### src/rtl/fir_mc_filter.sv
// fir_mc_filter: multi-channel time-multiplexed FIR with one shared MAC and a runtime-loadable coefficient RAM
module fir_mc_filter #(
    parameter int DATA_WIDTH  = 8,
    parameter int COEFF_WIDTH = 8,
    parameter int NTAPS       = 16,
    parameter int NCH         = 2,
    parameter int OUT_SHIFT   = 7,
    parameter int COEFF_INIT  = 8,
    localparam int CH_W  = (NCH > 1) ? $clog2(NCH) : 1,
    localparam int A_W   = $clog2(NTAPS),
    localparam int ACC_W = DATA_WIDTH + COEFF_WIDTH + A_W
) (
    input  logic                   clk,
    input  logic                   reset,
    input  logic [DATA_WIDTH-1:0]  xin,
    input  logic [CH_W-1:0]        xin_ch,
    input  logic                   we,
    output logic                   ready,
    input  logic                   coeff_we,
    input  logic [A_W-1:0]         coeff_addr,
    input  logic [COEFF_WIDTH-1:0] coeff_data,
    output logic                   coeff_err,
    output logic                   running,
    output logic [DATA_WIDTH-1:0]  xout,
    output logic [CH_W-1:0]        xout_ch,
    output logic                   xout_valid,
    output logic                   sat
);
    typedef enum logic [1:0] {IDLE, MAC, DRAIN, OUT} state_t;

    localparam int PW = DATA_WIDTH + COEFF_WIDTH;
    localparam logic signed [ACC_W:0] HALF = (ACC_W+1)'(2**(OUT_SHIFT-1));
    localparam logic signed [ACC_W:0] MAXV = (ACC_W+1)'(2**(DATA_WIDTH-1)-1);
    localparam logic signed [ACC_W:0] MINV = ~MAXV;

    state_t state_q, state_d;
    logic [A_W-1:0] cnt_q, cnt_d;
    logic [CH_W-1:0] ch_q, ch_d;
    logic [A_W-1:0] wptr_q [NCH];
    logic [A_W-1:0] wptr_d [NCH];
    logic signed [DATA_WIDTH-1:0] hist_q [NCH][NTAPS];
    logic signed [DATA_WIDTH-1:0] hist_d [NCH][NTAPS];
    logic signed [COEFF_WIDTH-1:0] coef_q [NTAPS];
    logic signed [COEFF_WIDTH-1:0] coef_d [NTAPS];
    logic signed [DATA_WIDTH-1:0] h_q, h_d;
    logic signed [COEFF_WIDTH-1:0] c_q, c_d;
    logic v_q, v_d;
    logic signed [ACC_W-1:0] acc_q, acc_d;
    logic [DATA_WIDTH-1:0] xout_q, xout_d;
    logic [CH_W-1:0] xout_ch_q, xout_ch_d;
    logic xout_valid_q, xout_valid_d;
    logic sat_q, sat_d;
    logic coeff_err_q, coeff_err_d;

    logic accept;
    logic [A_W-1:0] wp, raddr;
    logic signed [PW-1:0] prod;
    logic signed [ACC_W:0] rnd, r;

    // history read address walks backwards from the newest sample, wrapping modulo NTAPS
    assign wp     = wptr_q[ch_q];
    assign raddr  = (wp >= cnt_q) ? wp - cnt_q : wp + (A_W'(NTAPS) - cnt_q);
    assign accept = (state_q == IDLE) && we && (int'(xin_ch) < NCH);
    assign prod   = h_q * c_q;
    assign rnd    = {acc_q[ACC_W-1], acc_q} + HALF;
    assign r      = rnd >>> OUT_SHIFT;

    // next-state, two-stage read/MAC pipe, history and coefficient updates
    always_comb begin
        state_d      = state_q;
        cnt_d        = cnt_q;
        ch_d         = ch_q;
        wptr_d       = wptr_q;
        hist_d       = hist_q;
        coef_d       = coef_q;
        h_d          = hist_q[ch_q][raddr];
        c_d          = coef_q[cnt_q];
        v_d          = (state_q == MAC);
        acc_d        = v_q ? acc_q + {{(ACC_W-PW){prod[PW-1]}}, prod} : acc_q;
        xout_d       = xout_q;
        xout_ch_d    = xout_ch_q;
        xout_valid_d = 1'b0;
        sat_d        = 1'b0;
        coeff_err_d  = coeff_we && (state_q != IDLE);
        if (coeff_we && state_q == IDLE)
            coef_d[coeff_addr] = coeff_data;
        case (state_q)
            IDLE: if (accept) begin
                hist_d[xin_ch][wptr_q[xin_ch]] = xin;
                ch_d    = xin_ch;
                acc_d   = '0;
                cnt_d   = '0;
                state_d = MAC;
            end
            MAC: begin
                cnt_d   = (cnt_q == A_W'(NTAPS-1)) ? '0 : cnt_q + A_W'(1);
                state_d = (cnt_q == A_W'(NTAPS-1)) ? DRAIN : MAC;
            end
            DRAIN: begin
                cnt_d   = cnt_q + A_W'(1);
                state_d = (cnt_q == A_W'(1)) ? OUT : DRAIN;
            end
            default: begin
                state_d      = IDLE;
                xout_d       = (r > MAXV) ? MAXV[DATA_WIDTH-1:0] : (r < MINV) ? MINV[DATA_WIDTH-1:0] : r[DATA_WIDTH-1:0];
                xout_ch_d    = ch_q;
                xout_valid_d = 1'b1;
                sat_d        = (r > MAXV) || (r < MINV);
                wptr_d[ch_q] = (wp == A_W'(NTAPS-1)) ? '0 : wp + A_W'(1);
            end
        endcase
    end

    // state registers; reset drops any in-flight result and restores default coefficients
    always_ff @(posedge clk) begin
        if (reset) begin
            state_q      <= IDLE;
            cnt_q        <= '0;
            ch_q         <= '0;
            h_q          <= '0;
            c_q          <= '0;
            v_q          <= 1'b0;
            acc_q        <= '0;
            xout_q       <= '0;
            xout_ch_q    <= '0;
            xout_valid_q <= 1'b0;
            sat_q        <= 1'b0;
            coeff_err_q  <= 1'b0;
            for (int i = 0; i < NCH; i++) begin
                wptr_q[i] <= '0;
                for (int j = 0; j < NTAPS; j++)
                    hist_q[i][j] <= '0;
            end
            for (int j = 0; j < NTAPS; j++)
                coef_q[j] <= COEFF_WIDTH'(COEFF_INIT);
        end else begin
            state_q      <= state_d;
            cnt_q        <= cnt_d;
            ch_q         <= ch_d;
            h_q          <= h_d;
            c_q          <= c_d;
            v_q          <= v_d;
            acc_q        <= acc_d;
            xout_q       <= xout_d;
            xout_ch_q    <= xout_ch_d;
            xout_valid_q <= xout_valid_d;
            sat_q        <= sat_d;
            coeff_err_q  <= coeff_err_d;
            wptr_q       <= wptr_d;
            hist_q       <= hist_d;
            coef_q       <= coef_d;
        end
    end

    assign ready      = (state_q == IDLE);
    assign running    = (state_q != IDLE) || xout_valid_q;
    assign xout       = xout_q;
    assign xout_ch    = xout_ch_q;
    assign xout_valid = xout_valid_q;
    assign sat        = sat_q;
    assign coeff_err  = coeff_err_q;
endmodule

### config.mk
export PLATFORM = sky130hd
export DESIGN_NAME = fir_mc_filter
export DESIGN_NICKNAME = d
export VERILOG_FILES = /design/src/rtl/fir_mc_filter.sv
export SDC_FILE = /design/constraint.sdc
export NUM_CORES = 1
export LEC_CHECK = 0
export BUFFER_PORTS_ARGS = -buffer_cell sky130_fd_sc_hd__buf_2
export CORE_AREA = 5 5 180 251
export CTS_BUF_LIST = sky130_fd_sc_hd__clkbuf_16
export DETAILED_ROUTE_END_ITERATION = 8
export DIE_AREA = 0 0 185 256
export MAX_ROUTING_LAYER = met4
export PLACE_DENSITY = 0.84
export SLEW_MARGIN = 20
export SYNTH_ARGS = -nofsm -noshare
export SYNTH_HDL_FRONTEND = slang
export SYNTH_SLANG_ARGS = --single-unit
### constraint.sdc
create_clock -name clk -period 5.9 [get_ports clk]
set_input_delay 0.295 -clock clk [delete_from_list [all_inputs] [get_ports clk]]
set_output_delay 0.295 -clock clk [all_outputs]
set_load 0.01 [all_outputs]
* Yosys cells after proc, flatten, opt, wreduce, memory -nomap -nowiden *
Cells that the tools add are included.

operators by class
  add/sub/neg operators = 7
  multiply operators = 1
  divide/modulo/power cells = 0
  order comparisons = 13
  equal/unequal tests = 6
  shift operators = 0
  mux-type cells = 41
  bitwise logic cells = 6
  reductions and logical operators = 16

operators with widths
  operator                 number
  $mux W128                4
  $bwmux W256              1
  $bwmux W128              1
  $demux W128 S1           1
  $bmux W8 S4              2
  $demux W8 S4             2
  $mux W8                  8
  $mux W20                 3
  $mux W4                  11
  $add A20 B8 Y21 const B  1
  $add A20 B20 Y20         1
  $ge A5 B5 Y1 const B     4
  $not A4 Y5               4
  $mul A8 B8 Y16           1
  $gt A14 B8 Y1 const B    1
  $lt A14 B8 Y1 const B    1
  $pmux W4 S3              1
  $lt A5 B1 Y1 const B     2
  $add A4 B1 Y4 const B    2
  $bwmux W8                1
  $eq A4 B4 Y1 const B     2
  $logic_and A1 B1 Y1      7
  $pmux W2 S3              1
  $add A4 B4 Y4            1
  20 further kinds         27

storage, ports and cells
  bits in registers = 448
  bits in latches = 0
  bits in writable memories = 0
  ROM bits = 0
  bits of input ports = 25
  output and inout bits = 14
  word-level logic and storage cells = 152
  memories kept = 0

* Logic depth before layout (Yosys ltp) *
  depth in word-level cells = 12
  depth in mapped cells = 27
  mapped depth without buffers = 27

* Worst setup path after synthesis *
Ideal clock, no wire load.

  path type = reg2reg
  start point = reg c_q[7]
  end point = reg acc_q[19]
  arrival = 5.801 ns
  required time = 5.784 ns
  setup slack = -0.017 ns
  stages on the path, launching flop included = 26
  clock period less this slack = 5.917 ns
  cells stage by stage = dfxtp_1 nand2b_1 fa_1 fa_1 inv_1 fa_1 inv_1 fa_1 inv_1 ha_1 a21oi_1 o21bai_1 a21oi_1 o21ai_0 a21oi_1 mux2i_1 nand3b_1 ha_1 nand2_1 nor2_1 a211o_1 a211o_1 a221o_1 xor2_1 a21oi_1 a31o_1

on the way
  cells in the longest elaborated chain, start to end = 5

ends and longest elaborated chain
  what                      line  RTL
  start: declaration        46    logic signed [COEFF_WIDTH-1:0] c_q, c_d;
  start signal: assignment  121   c_q <= '0;
  start signal: assignment  141   c_q <= c_d;
  $mul A8 B8 Y16 (*)        64    assign prod = h_q * c_q;
  $add A20 B20 Y20 (*)      79    acc_d = v_q ? acc_q + {{(ACC_W-PW){prod[PW-1]}}, prod} : acc_q;
  $mux W20 (*)              79
  $mux W20                  88    IDLE: if (accept) begin
  $mux W20 (*)              87    case (state_q)
  end signal: assignment    123   acc_q <= '0;
  end signal: assignment    143   acc_q <= acc_d;
  end: declaration          48    logic signed [ACC_W-1:0] acc_q, acc_d;

Every way passes the cells marked *; elsewhere a longest branch is shown, timed or not.
A chain may end at the register's enable or synchronous reset.

* Worst setup path after layout *
  start point = reg h_q[2]
  end point = reg acc_q[19]

on the way
  cells in the longest elaborated chain, start to end = 5

ends and longest elaborated chain
  what                      line  RTL
  start: declaration        45    logic signed [DATA_WIDTH-1:0] h_q, h_d;
  start signal: assignment  120   h_q <= '0;
  start signal: assignment  140   h_q <= h_d;
  $mul A8 B8 Y16 (*)        64
  $add A20 B20 Y20 (*)      79
  $mux W20 (*)              79
  $mux W20                  88
  $mux W20 (*)              87

Marked as above.

==> flow_summary.json <==
{
  "place_hpwl_mm": 36.8,
  "synth-seq-area-share_pct": 38.7,
  "syn_area_per_cell_sq_um": 10.1,
  "cap_viol_max_count": 0,
  "die_x_um": 185,
  "cts_buffer_depth": 3,
  "worst_setup_path_start_kind": "register",
  "maxSlewHeadroom_pct": 21.5,
  "synth.distinct_cells": 71,
  "drtIter0Drc": 1289,
  "grt_pass1_vias": 17500,
  "slew_viol_final": 0,
  "cts-root-buf": "clkbuf_16",
  "clock_latency_ps": 570,
  "total_power_mw": 5.99,
  "area_growth_pct": 11.1,
  "startpoint": "h_q[2]",
  "finClkSkew_ps": 24.5,
  "endpoint_kind": "register",
  "routed_via_density": 5.95,
  "critPathRequiredTime_ps": 6350,
  "layout_common_cells": "dfxtp_1, nor2_1, mux2i_1, mux4_2",
  "fin_cells": 2877,
  "ir_worst_vdd_v": 0.000181,
  "status": "finished clean",
  "synth_compound_area_share_pct": 6.02,
  "numCtsBuffers": 41,
  "rr_startpoint": "h_q[2]",
  "async_flop_share_pct": 0,
  "numPlacedInstances": 2789,
  "cts_tree": "yes",
  "grt_max_degree": 237,
  "fin_crit_sh_pct": 98.3,
  "num_vias": 17100,
  "min_period_ps": 5800,
  "synthCells": 2284,
  "drt-met1-wl_mm": 21.1,
  "syn_area_sq_um": 23200,
  "hold_viol": 0,
  "fin_nets": 2438,
  "path_clk_slew_ps": 70,
  "holdWs_ps": 26.5,
  "dr_wl_met2_mm": 29.0,
  "worst_pin_slew_ps": 1180,
  "cp_max_fo": 5,
  "synth_fp_nets": 2428,
  "synth_top_flop_cell": "dfxtp_1",
  "wl_met3_mm": 2.75,
  "synthXorXnorAreaFrac_pct": 1.73,
  "io_pins": 39,
  "synth-simple-area-share_pct": 14.6,
  "synth_seq_cells": 448,
  "leakagePower_nw": 10.2,
  "rows": 90,
  "synth_warnings": 0,
  "setup.worst_path.class": "register to register",
  "yosys.area_share.adder_pct": 8.28,
  "htree_levels": 2,
  "coreArea_sq_um": 42800,
  "place_area_sq_um": 23900,
  "grt_pass1_wl_mm": 89.3,
  "place.gp.congestion": 0.864,
  "numPortBuffers": 38,
  "cts.sinks": 448,
  "final_cell_area_sq_um": 25700,
  "gr-total-overflow": 0,
  "initial_core_util_pct": 54.1,
  "fin_setup_tns_ps": 0,
  "finalSetupViolCount": 0,
  "synth_edf_count": 0,
  "totalWireLength_mm": 55.5,
  "die_h_um": 256,
  "drtPass1Iterations": 6,
  "die_area_sq_um": 47400,
  "clock.fmax_ghz": 0.172,
  "yosys-mux-area-fraction_pct": 26.2,
  "rsz0062_at_grt": "yes",
  "synth_top_family_by_area": "multiplexers",
  "n_fill_cell": 3239,
  "dr.max_layer_used": "met4",
  "grtUsageTotal_pct": 23.5,
  "post-route-drc-count": 0,
  "routedWlPerCell_um": 19.3,
  "antenna_found_initial": 1,
  "drive_above_1_share_pct": 18.5,
  "hold_start": "coeff_we",
  "arrival_ps": 6250,
  "power.density_nw_per_um2": 233,
  "layout_commonest_cell": "dfxtp_1",
  "ant_nets": 0,
  "hp-class": "input port to register"
}
-- where the power goes --
part,switching [mW],internal [mW],leakage [nW]
clock network,1.17,1.43,0.678
registers,0.0164,3.04,3.62
logic,0.224,0.108,5.91
-- path summary, 6_finish.rpt --
path	end	slack (ps)	cells after the start
max	acc_q[19]	100	26
min	coeff_err	30	2
max reg2reg	acc_q[19]	100	26
min reg2reg	hist_q[36]	450	2
-- sequential cells by signal, indices dropped and copies added, names as in the netlist, 2 cells and up --
register and cells:
hist_q 256, coef_q 128, acc_q 20, c_q 8, h_q 8, wptr_q 8, xout 8, cnt_q 4
state_q 2
-- worst max-delay path: stages, from the launching register on --
cell      delay (ps)
dfxtp_4          380
buf_4            140
and2_1           160
fa_1             480
fa_2             500
fa_1             500
inv_1             60
fa_1             510
inv_2             50
ha_4             270
inv_2             50
o21bai_4         140
a21oi_2           80
o21ai_1          150
a21oi_2           90
buf_4            130
buf_4            120
xnor2_1          120
ha_1             320
nand2_2           80
nor2_2            50
a211o_1          240
a211o_1          290
a221o_1          350
xor2_2           180
a21oi_2           70
a31o_1           190
-- metal layers --
metal / vias up / global-route usage, %
met1: 8503 / 27.2
met5: - / -
met3: 171 / 2.77
met4: 0 / 11.1
met2: 575 / 40.4
li1: 7868 / -
-- cell usage after synthesis, types with 8 or more instances --
cell        n  area (sq um)
dfxtp_1   448          8970
nor2_1    398          1490
mux2i_1   351          3510
mux4_2    112          2520
nand2_1   112           420
inv_1     111           417
clkbuf_1  102           383
a21oi_1    98           490
nand3_1    65           325
ha_1       62           776
fa_1       57          1140
and2_1     46           288
nor2b_1    41           257
buf_2      31           155
xnor2_1    29           254
o21ai_0    20           100
a211oi_1   19           143
a211o_1    18           158
xor2_1     15           131
nor3_1     13          65.1
nor2_4     12           135
nand2b_1   11          68.8
nor2_2     10          62.6
a21o_1      8          60.1
nand2_2     8          50.1
-- per-stage QoR --
step	util [%]	setup slack (ps)
CTS	59.3	3.57
global route	60.1	-85.7
floorplan	-	0.538
global placement	55.9	7.08
detailed placement	55.9	-181
finish	60.1	100
-- logic make-up after synthesis --
| logic type | count (synthesis) |
|---|---|
| AOI/OAI and AO/OA | 210 |
| xor gates and xnor gates | 45 |
| adders and majority gates | 119 |
| buffers and inverters | 253 |
| DFF | 448 |
| muxes | 466 |
| and+or+nand+nor | 743 |
-- final cells by class --
class	count	area [sq um]	area share (%)
diodes	1	2.50	0.00973
clock buffers	42	1050	4.09
clock inverters	31	245	0.953
inverters	112	420	1.63
multi-input cells	1583	13600	52.7
flip-flops and latches	448	9000	35.0
well taps	552	691	2.68
repair buffers	108	761	2.96
-- timing repair --
item / 4_1_cts / 5_1_grt
gates resized for setup: 38 / 76
hold buffers: 0 / 0
setup endpoints to repair: 1 / 7
setup buffers: 4 / 10
pin swaps: 20 / 55
Note: power is estimated with default switching activity, not from simulation.
